<file path="src/rtl/oven_countdown_timer.sv">
// Oven cook-time entry and BCD countdown feeding the magnetron control block.
// Define OVEN_BEEP_EN to add the beep output and its duration counter.
module oven_countdown_timer #(
    parameter int TICKS_PER_SEC = 100,
    parameter int BEEP_SECS     = 2
) (
    input  logic       clk,
    input  logic       rst,
    input  logic [3:0] key_digit,
    input  logic       key_valid,
    input  logic       clearn,
    input  logic       count_en,
    output logic       timer_done,
    output logic [3:0] min_tens,
    output logic [3:0] min_ones,
    output logic [3:0] sec_tens,
    output logic [3:0] sec_ones,
    output logic       running
`ifdef OVEN_BEEP_EN
    ,
    output logic       beep
`endif
);

    localparam int            PW     = $clog2(TICKS_PER_SEC);
    localparam logic [PW-1:0] P_LAST = PW'(TICKS_PER_SEC - 1);

    typedef enum logic [1:0] {IDLE, SET, RUN, DONE} state_t;

    state_t        state, state_nx;
    logic [PW-1:0] presc, presc_nx;
    logic [3:0]    mt_nx, mo_nx, st_nx, so_nx;
    logic [3:0]    mt_dec, mo_dec, st_dec, so_dec;
    logic          done_nx;
    logic          tick;
    logic          key_ok;
    logic          key_zero;
    logic          dec_zero;

    assign running  = (state == RUN);
    assign tick     = (state == RUN) && (presc == P_LAST);
    assign key_ok   = key_valid && (key_digit <= 4'd9) && (state != RUN);
    assign key_zero = (min_ones == 4'd0) && (sec_tens == 4'd0) &&
                      (sec_ones == 4'd0) && (key_digit == 4'd0);
    assign dec_zero = (mt_dec == 4'd0) && (mo_dec == 4'd0) &&
                      (st_dec == 4'd0) && (so_dec == 4'd0);

    // Entered values are never normalised, so seconds may borrow from 90.
    always_comb begin
        mt_dec = min_tens;
        mo_dec = min_ones;
        st_dec = sec_tens;
        so_dec = sec_ones;
        if (sec_ones != 4'd0) begin
            so_dec = sec_ones - 4'd1;
        end else if (sec_tens != 4'd0) begin
            so_dec = 4'd9;
            st_dec = sec_tens - 4'd1;
        end else if ((min_tens != 4'd0) || (min_ones != 4'd0)) begin
            st_dec = 4'd5;
            so_dec = 4'd9;
            if (min_ones != 4'd0) begin
                mo_dec = min_ones - 4'd1;
            end else begin
                mo_dec = 4'd9;
                mt_dec = min_tens - 4'd1;
            end
        end
    end

    always_comb begin
        state_nx = state;
        presc_nx = presc;
        done_nx  = timer_done;
        mt_nx    = min_tens;
        mo_nx    = min_ones;
        st_nx    = sec_tens;
        so_nx    = sec_ones;
        if (!clearn) begin
            state_nx = IDLE;
            presc_nx = '0;
            done_nx  = 1'b0;
            mt_nx    = 4'd0;
            mo_nx    = 4'd0;
            st_nx    = 4'd0;
            so_nx    = 4'd0;
        end else if (state == RUN) begin
            presc_nx = tick ? '0 : presc + PW'(1);
            if (tick) begin
                mt_nx = mt_dec;
                mo_nx = mo_dec;
                st_nx = st_dec;
                so_nx = so_dec;
            end
            // A final tick wins over a simultaneous pause.
            if (tick && dec_zero) begin
                state_nx = DONE;
                done_nx  = 1'b1;
            end else if (!count_en) begin
                state_nx = SET;
            end
        end else if (key_ok) begin
            mt_nx   = min_ones;
            mo_nx   = sec_tens;
            st_nx   = sec_ones;
            so_nx   = key_digit;
            done_nx = 1'b0;
            if (key_zero) begin
                state_nx = IDLE;
                presc_nx = '0;
            end else begin
                state_nx = SET;
            end
        end else if ((state == SET) && count_en) begin
            state_nx = RUN;
        end
    end

    always_ff @(posedge clk or posedge rst) begin
        if (rst) begin
            state      <= IDLE;
            presc      <= '0;
            timer_done <= 1'b0;
            min_tens   <= 4'd0;
            min_ones   <= 4'd0;
            sec_tens   <= 4'd0;
            sec_ones   <= 4'd0;
        end else begin
            state      <= state_nx;
            presc      <= presc_nx;
            timer_done <= done_nx;
            min_tens   <= mt_nx;
            min_ones   <= mo_nx;
            sec_tens   <= st_nx;
            sec_ones   <= so_nx;
        end
    end

`ifdef OVEN_BEEP_EN
    localparam int BEEP_LEN = BEEP_SECS * TICKS_PER_SEC;
    localparam int BW       = $clog2(BEEP_LEN + 1);

    logic [BW-1:0] beep_cnt;

    always_ff @(posedge clk or posedge rst) begin
        if (rst) begin
            beep     <= 1'b0;
            beep_cnt <= '0;
        end else if (!clearn || key_ok) begin
            beep     <= 1'b0;
            beep_cnt <= '0;
        end else if ((state != DONE) && (state_nx == DONE)) begin
            beep     <= 1'b1;
            beep_cnt <= '0;
        end else if (beep) begin
            if (beep_cnt == BW'(BEEP_LEN - 1)) begin
                beep <= 1'b0;
            end
            beep_cnt <= beep_cnt + BW'(1);
        end
    end
`endif

endmodule

</file>
<file path="config.mk">
export PLATFORM = sky130hd
export DESIGN_NAME = oven_countdown_timer
export DESIGN_NICKNAME = d
export VERILOG_FILES = /design/src/rtl/oven_countdown_timer.sv
export SDC_FILE = /design/constraint.sdc
export NUM_CORES = 1
export LEC_CHECK = 0
export ABC_CLOCK_PERIOD_IN_PS = 5300
export CAP_MARGIN = 25
export CORE_UTILIZATION = 45
export DETAILED_ROUTE_END_ITERATION = 12
export PLACE_DENSITY = 0.76
export SLEW_MARGIN = 25
export SYNTH_ARGS = -nofsm -noshare
export SYNTH_HDL_FRONTEND = slang
export SYNTH_SLANG_ARGS = --single-unit
</file>
<file path="constraint.sdc">
create_clock -name clk -period 5.3 [get_ports clk]
set_input_delay 1.325 -clock clk [delete_from_list [all_inputs] [get_ports clk]]
set_output_delay 1.325 -clock clk [all_outputs]
set_load 0.02 [all_outputs]
</file>
# Yosys cells after proc, flatten, opt, wreduce, memory -nomap -nowiden
# Index checks and enable logic that the tools add are counted.
[totals]
register_bits = 26
wordCells = 97
inputBits = 9
[op_classes]
eq_ne = 10
mux = 46
reduce_logical = 28
magnitude_cmp = 1
add_sub_neg = 5
[op_table]
columns = ["op", "n"]
rows = [
  ["$mux 4", 30],
  ["$mux 7", 5],
  ["$logic_not 4->1", 8],
  ["$reduce_bool 4->1", 4],
  ["$sub 4x1->4 const B", 4],
  ["$mux 2", 6],
  ["$logic_and 1x1->1", 11],
  ["$reduce_and 2->1", 4],
  ["$add 7x1->7 const B", 1],
  ["$eq 7x7->1 const B", 1],
  ["$ne 3x1->1 const B", 2],
  ["$ne 3x2->1 const B", 2],
  ["$mux 1", 5],
  ["$le 4x4->1 const B", 1],
  ["$ne 4x1->1 const B", 1],
  ["$ne 4x3->1 const B", 1],
  ["$eq 2x1->1 const B", 1],
  ["$eq 2x2->1 const B", 1],
  ["$ne 2x2->1 const B", 1],
  ["$logic_or 1x1->1", 1],
]

# Longest topological paths before layout
# Gate-level depths: netlist (run 1).
[logic_depth]
ltp_word = 13
ltp_mapped = 9
mapped_depth_nobuf = 8

# Worst setup path before layout (run 1)
# No wires, ideal clock.
[synth_path]
path_type = "flip-flop to output port"
from = "reg state[0]"
to = "out running"
arrival_time_ns = 1.356
slack_ns = 2.619
required_ns = 3.975
stages_incl_launch_ff = 5
path_cell_list = "dfrtp_1 nand2b_1 inv_1 clkbuf_1 clkbuf_1"
[synth_via]
elab_chain_cells = 1
[synth_lines]
columns = ["element", "line_no", "source"]
rows = [
  ["from (decl)", "30", "state_t state, state_nx;"],
  ["from (signal assigned)", "129", "state <= state_nx;"],
  ["$eq 2x2->1", "40", "assign running = (state == RUN);"],
  ["to (decl)", "18", "output logic running"],
]
# Every way passes these cells.

# Worst setup path after layout (run 1)
# Same ends and word-level chain as after synthesis.

==> run metrics, run 1 <==
Peak VDD IR=0.000170 V; number of remaining DRC errors=0; Root Buffer=clkbuf_8; GRT Residual Overflow=0; area of the mapped netlist=1900 µm²; power per cell area=245 nW/µm²; initial antenna violation count=0; GPL Wtd Cong=0.889; clk buf depth=2; top area cells in the synthesized netlist=dfrtp_1 34%, o21ai_0 7.4%, nand2_1 5.7%, ha_1 4.6%, nor2_1 3.4%; critical path class=register to output pin; CP Cell Sequence=nand2b_1 -> inv_1 -> clkdlybuf4s50_1; actual slew at the worst max-slew pin=0.865 ns; Die W=67.0 µm; first-iteration detailed-routing DRC count=just under 200; Clock Power Share=24.0%; RSZ-0062 raised after global routing=no; port bufs=26; row cnt=23; CTS Buf Count=3; Hold Fails Final Rpt=0; CTS H-Tree Depth=1; worst r2r src=state[0]$_DFFE_PP0P_; Sw Pwr=195 µW; Final TNS setup=0 ns; Fillers=378; maximum operating frequency=~250 MHz; post-CTS sizing=0; Post-DP HPWL=3570 µm; Critical Path Fanout Max=24; Clock Pin Slew Worst Setup and Hold Paths=0.09 ns; Detailed Route WL=5000 µm; crit path DAT=2.63 ns; fin crit period=3.96 ns; Comb pwr share=33.5%; commonest non-fill, non-tap cells in the layout=29 x nand2_1, 28 x o21ai_0, 26 x clkdlybuf4s50_1, 26 x dfrtp_1, 17 x nor2_1; Area growth syn-to-layout=17.5%; Leak=between 0.9 and 1 nW; fin nets=roughly 270; CTS tree=built; part of the power in registers=roughly 42%; Global Route Usage Sum=24.7%; Chip Height=67.0 µm; Setup crit end kind=output pin; die area=approximately 4500 µm²; Syn Area/Cell=about 8.2 µm²; Slew Viols, Final=0; io pins=27; Yosys reg bits=26; clk sinks=26; pin count of the biggest net entering global routing=27; share of the synthesized area in the top cell type=approximately 34%; clk_lat worst skew=0.28 ns; DR vias/cell=6.09; sequential area share after synthesis=about 34%; YS warnings=0; Min Hold Slack=approximately 0.52 ns; Post-synth ARST share=100%; Starting Density=47.1%; routed via count=~1,800; Switching Fraction=~36%; Worst Hold Class=register to register; HP Start=timer_done$_DFFE_PP0P_; 1st-pass router iterations=4; slew margin rel.=42.2%; Largest stage delay, worst path=just over 0.7 ns; Synth cell types=53; CP required=a little under 4 ns; Int Pwr=about 350 µW; # diodes=0; fin cells=300; Routed Antenna Nets=0; leading cell type in the layout, fill and taps excluded=nand2_1; Startpoint Class=register; fin util=55.4%; share of cells above drive strength 1=under 10%; Max Cap Violations=0; syn nets=247; crit path from=state[0]$_DFFE_PP0P_; Main synth FF type=dfrtp_1; Setup-failing EPs final=0; Placed Cells=295; Synth area leader=dfrtp_1; Clock Skew=0.00728 ns; # hold bufs at CTS=0; wire per inst=16.7 µm; number of synthesized flops with an enable pin=0; final worst-path cycle share=between 70% and 80%; vias in the first global route=1,702; Crit-path slowest cell=clkdlybuf4s50_1; setup bufs post-CTS=0; Mapped Cells=231; first-pass GRT wire length=8360 µm; status=complete, no violations; core area=just over 4000 µm²
==> cell families after synthesis <==
kind of cell / synth area share [%]
flops: 34.3
simple gates: 27.0
fa+ha+maj: 4.61
buf+inv: 5.53
mux: 2.70
xor+xnor: 0.461
compound gates: 25.4
==> power groups by stage <==
stage | Sequential, mW | Combinational, mW | Clock, mW
2_1_floorplan | 0.237 | 0.124 | 0
3_3_place_gp | 0.235 | 0.179 | 0
3_5_place_dp | 0.236 | 0.180 | 0
4_1_cts | 0.232 | 0.181 | 0.133
5_1_grt | 0.234 | 0.203 | 0.140
6_report | 0.232 | 0.183 | 0.131
==> synthesized netlist by cell type, types with 4 or more instances <==
| master | number |
|---|---|
| clkbuf_1 | 10 |
| nor3b_1 | 4 |
| nand2b_1 | 5 |
| o21ai_0 | 28 |
| o211ai_1 | 5 |
| mux2i_1 | 4 |
| ha_1 | 7 |
| nor3_1 | 5 |
| dfrtp_1 | 26 |
| nand4_1 | 5 |
| o31ai_1 | 4 |
| nand2_1 | 29 |
| a31oi_1 | 6 |
| a21oi_1 | 10 |
| inv_1 | 12 |
| nand3_1 | 7 |
| nor2_1 | 17 |
==> worst max-delay path, delay by kind of cell (launching register included) <==
kind,cells,cell delay (ns)
AND/OR/NAND/NOR,1,0.53
flip-flops,1,0.41
buffers and inverters,2,1.41
==> layer usage <==
metal / global-route usage, % / up-vias / part of all wire [%]
met5: 0 / - / 0
met4: 6.65 / 0 / 1.1
met3: 4.11 / 6 / 5.8
met2: 39.4 / 70 / 48
met1: 34.2 / 859 / 45
li1: - / 892 / -
==> area by class of cell <==
class,count,area (µm²),area share [%]
clock buffers,4,55.1,2.47
well taps,50,62.6,2.80
inverters,12,45.0,2.02
repair buffers,27,275,12.3
multi-input cells,181,1140,51.2
flip-flops and latches,26,651,29.1
==> per-stage QoR <==
| stage | setup WS, ns | total power, mW | area (µm²) |
|---|---|---|---|
| finish | 1.34 | 0.547 | 2230 |
| global route | 1.15 | 0.577 | 2230 |
| CTS | 1.37 | 0.545 | 2220 |
| detailed placement | 1.60 | 0.415 | 2160 |
| global placement | 1.64 | 0.413 | 2160 |
| floorplan | 2.62 | 0.361 | 1900 |
==> sequential cells by signal, indices dropped and copies added (netlist names) <==
signal and cells:
sec_ones 4, timer_done 1, presc 7, min_ones 4, sec_tens 4, min_tens 4
state 2
==> worst paths after layout <==
check / depth (start not counted) / slack (ns) / to
max: 3 / 1.34 / running
min: 2 / 0.52 / timer_done$_DFFE_PP0P_
max reg2reg: 7 / 2.29 / state[0]$_DFFE_PP0P_
min reg2reg: 2 / 0.52 / timer_done$_DFFE_PP0P_
max in group asynchronous: 3 / 3.66 / min_tens[0]$_DFFE_PP0P_
min in group asynchronous: 2 / 1.25 / min_tens[2]$_DFFE_PP0P_
(Power assumes the default switching activity.)
==> run 2, diff against run 1 <==
--- a/config.mk
+++ b/config.mk
@@ -5,11 +5,11 @@
 export SDC_FILE = /design/constraint.sdc
 export NUM_CORES = 1
 export LEC_CHECK = 0
-export ABC_CLOCK_PERIOD_IN_PS = 5300
+export ABC_CLOCK_PERIOD_IN_PS = 3300
 export CAP_MARGIN = 25
 export CORE_UTILIZATION = 45
 export DETAILED_ROUTE_END_ITERATION = 12
-export PLACE_DENSITY = 0.76
+export PLACE_DENSITY = 0.78
 export SLEW_MARGIN = 25
 export SYNTH_ARGS = -nofsm -noshare
 export SYNTH_HDL_FRONTEND = slang
==> constraint.sdc (replaced) <==
create_clock -name clk -period 3.3 [get_ports clk]
set_input_delay 0.825 -clock clk [delete_from_list [all_inputs] [get_ports clk]]
set_output_delay 0.825 -clock clk [all_outputs]
set_load 0.02 [all_outputs]
==> run 2 against run 1 <==
Compared with the run above:
- critical path depth up 5
- critical path type is now register to register
- highest routed layer unchanged
- worst setup slack worse by 0.99 ns
- final cell count rose by 2.0%
- non-clock buffer count increased by 6
- first-iteration DRC count is 32% lower
- design area grew 2.4%
==> run metrics, run 2 (same netlist as run 1, synthesis figures left out) <==
max reg flops=7; Startpoint Class=register; RSZ-0062 raised after global routing=no; placed cell areas=2210 µm²; Detailed Route WL=5080 µm; clk sinks=26; port bufs=26; Hold Fails Final Rpt=0; status=complete, no violations; # hold bufs at CTS=0; CP required=3.50 ns; clk_lat worst skew=around 0.28 ns; setup bufs post-CTS=0; final worst-path cycle share=89.2%; share of cells above drive strength 1=8.20%; Setup crit end kind=register; Post-DP HPWL=3590 µm; routed via count=1,874; setup slack after layout=0.356 ns; fin crit period=slightly below 3 ns; Clock Pin Slew Worst Setup and Hold Paths=roughly 0.10 ns; crit path DAT=3.15 ns; HP Start=presc[6]$_DFFE_PP0P_; Setup-failing EPs final=0; Peak VDD IR=0.000180 V; Chip Height=67.0 µm; largest reg by FF count=presc; Switching Fraction=33.9%; Starting Density=47.1%; number of remaining DRC errors=0; Critical Path Fanout Max=11; worst r2r src=sec_ones[0]$_DFFE_PP0P_; Area growth syn-to-layout=20.4%; Final TNS setup=0 ns; CP most frequent cell=or4_4; Max Cap Violations=0; Global Route Usage Sum=between 20% and 30%; io pins=27; # diodes=0; maximum operating frequency=approximately 340 MHz; Worst Hold Class=register to register; part of the power in registers=between 30 and 40%; Sw Pwr=322 µW; Routed Antenna Nets=0; CTS Buf Count=3; Leak=~0.94 nW; critical path class=register to register; actual slew at the worst max-slew pin=0.896 ns; post-CTS sizing=0; die area=about 4500 µm²; DP Worst Slack=between 0.4 and 0.5 ns; pin count of the biggest net entering global routing=27; crit path from=sec_ones[0]$_DFFE_PP0P_; first-pass GRT wire length=between 8000 and 9000 µm; Die W=67.0 µm; Clock Power Share=29.0%; CP Cell Sequence=inv_1 -> ha_1 -> or3b_4 -> or4_4 -> a22oi_2 -> nand4_1 -> or4_4 -> a31oi_1; GRT Residual Overflow=0; design area=2290 µm²; wire per inst=16.6 µm; Int Pwr=629 µW; Slew Viols, Final=0; 1st-pass router iterations=4; Crit-path slowest cell=or4_4; initial antenna violation count=0; CTS tree=built; Root Buffer=clkbuf_8; GPL Wtd Cong=0.953; slew margin rel.=about two fifths; vias in the first global route=1,785; Largest stage delay, worst path=0.54 ns; clk buf depth=2; Comb pwr share=about a third; Clock Skew=0.00349 ns; leading cell type in the layout, fill and taps excluded=nand2_1; CTS H-Tree Depth=1; power per cell area=416 nW/µm²; commonest non-fill, non-tap cells in the layout=29 x nand2_1, 28 x o21ai_0, 26 x clkdlybuf4s50_1, 26 x dfrtp_1, 17 x nor2_1; first-iteration detailed-routing DRC count=135; fin nets=273; row cnt=23; core area=4030 µm²; DR vias/cell=just over 6
## run 2: changes by cell type in the layout (fill, tap and decap cells not counted), sizes merged
cell | before | now
buf | 1 | 7
clkbuf | 4 | 3
inv | 11 | 12
bufinv | 0 | 1
clkinv | 1 | 0
## run 2: final cells by class
class / instances / area (µm²)
fill: 378 / 1740
tap: 50 / 62.6
clock inverter: 1 / 30.0
clock buffer: 3 / 41.3
multi-input combinational: 181 / 1140
inverter: 12 / 45.0
sequential: 26 / 651
timing repair buffer: 33 / 313
## run 2: per-layer routing
layer / global-route usage [%] / wire length (µm) / vias up
li1: - / - / 904
met1: 34.5 / 2340 / 894
met2: 40.7 / 2430 / 72
met3: 2.57 / 276 / 4
met4: 6.38 / 36 / 0
met5: 0 / 0 / -
## run 2: path summary, 6_finish.rpt
path	end	slack, ns	cells after the start
max	state[0]$_DFFE_PP0P_	0.36	8
min	presc[6]$_DFFE_PP0P_	0.52	1
max reg2reg	state[0]$_DFFE_PP0P_	0.36	8
min reg2reg	presc[6]$_DFFE_PP0P_	0.52	1
max in group asynchronous	sec_ones[0]$_DFFE_PP0P_	2.14	3
min in group asynchronous	min_tens[1]$_DFFE_PP0P_	0.90	3
## run 2: metrics by stage
step	cells	power, mW	hold slack (ns)	utilization (%)
after floorplan	231	0.580	0.459	-
after global placement	302	0.670	0.490	55.0
after detailed placement	302	0.676	0.502	55.0
after CTS	306	0.951	0.519	56.7
after global routing	306	1.00	0.564	56.7
final	306	0.951	0.520	56.7
## run 2: critical path, delay by kind of cell, from the launching register on
family | cells | cell delay (ns)
DFF | 1 | 0.47
buffers and inverters | 1 | 0.14
adders and majority gates | 1 | 0.23
and+or+nand+nor | 4 | 1.69
AOI/OAI and AO/OA | 2 | 0.33
## run 2: power groups by stage
stage                     registers, mW  logic [mW]  clock network, mW
after floorplan                   0.381       0.199                  0
after global placement            0.376       0.295                  0
after detailed placement          0.375       0.301                  0
after CTS                         0.369       0.304              0.277
after global routing              0.375       0.334              0.292
final                             0.370       0.306              0.276
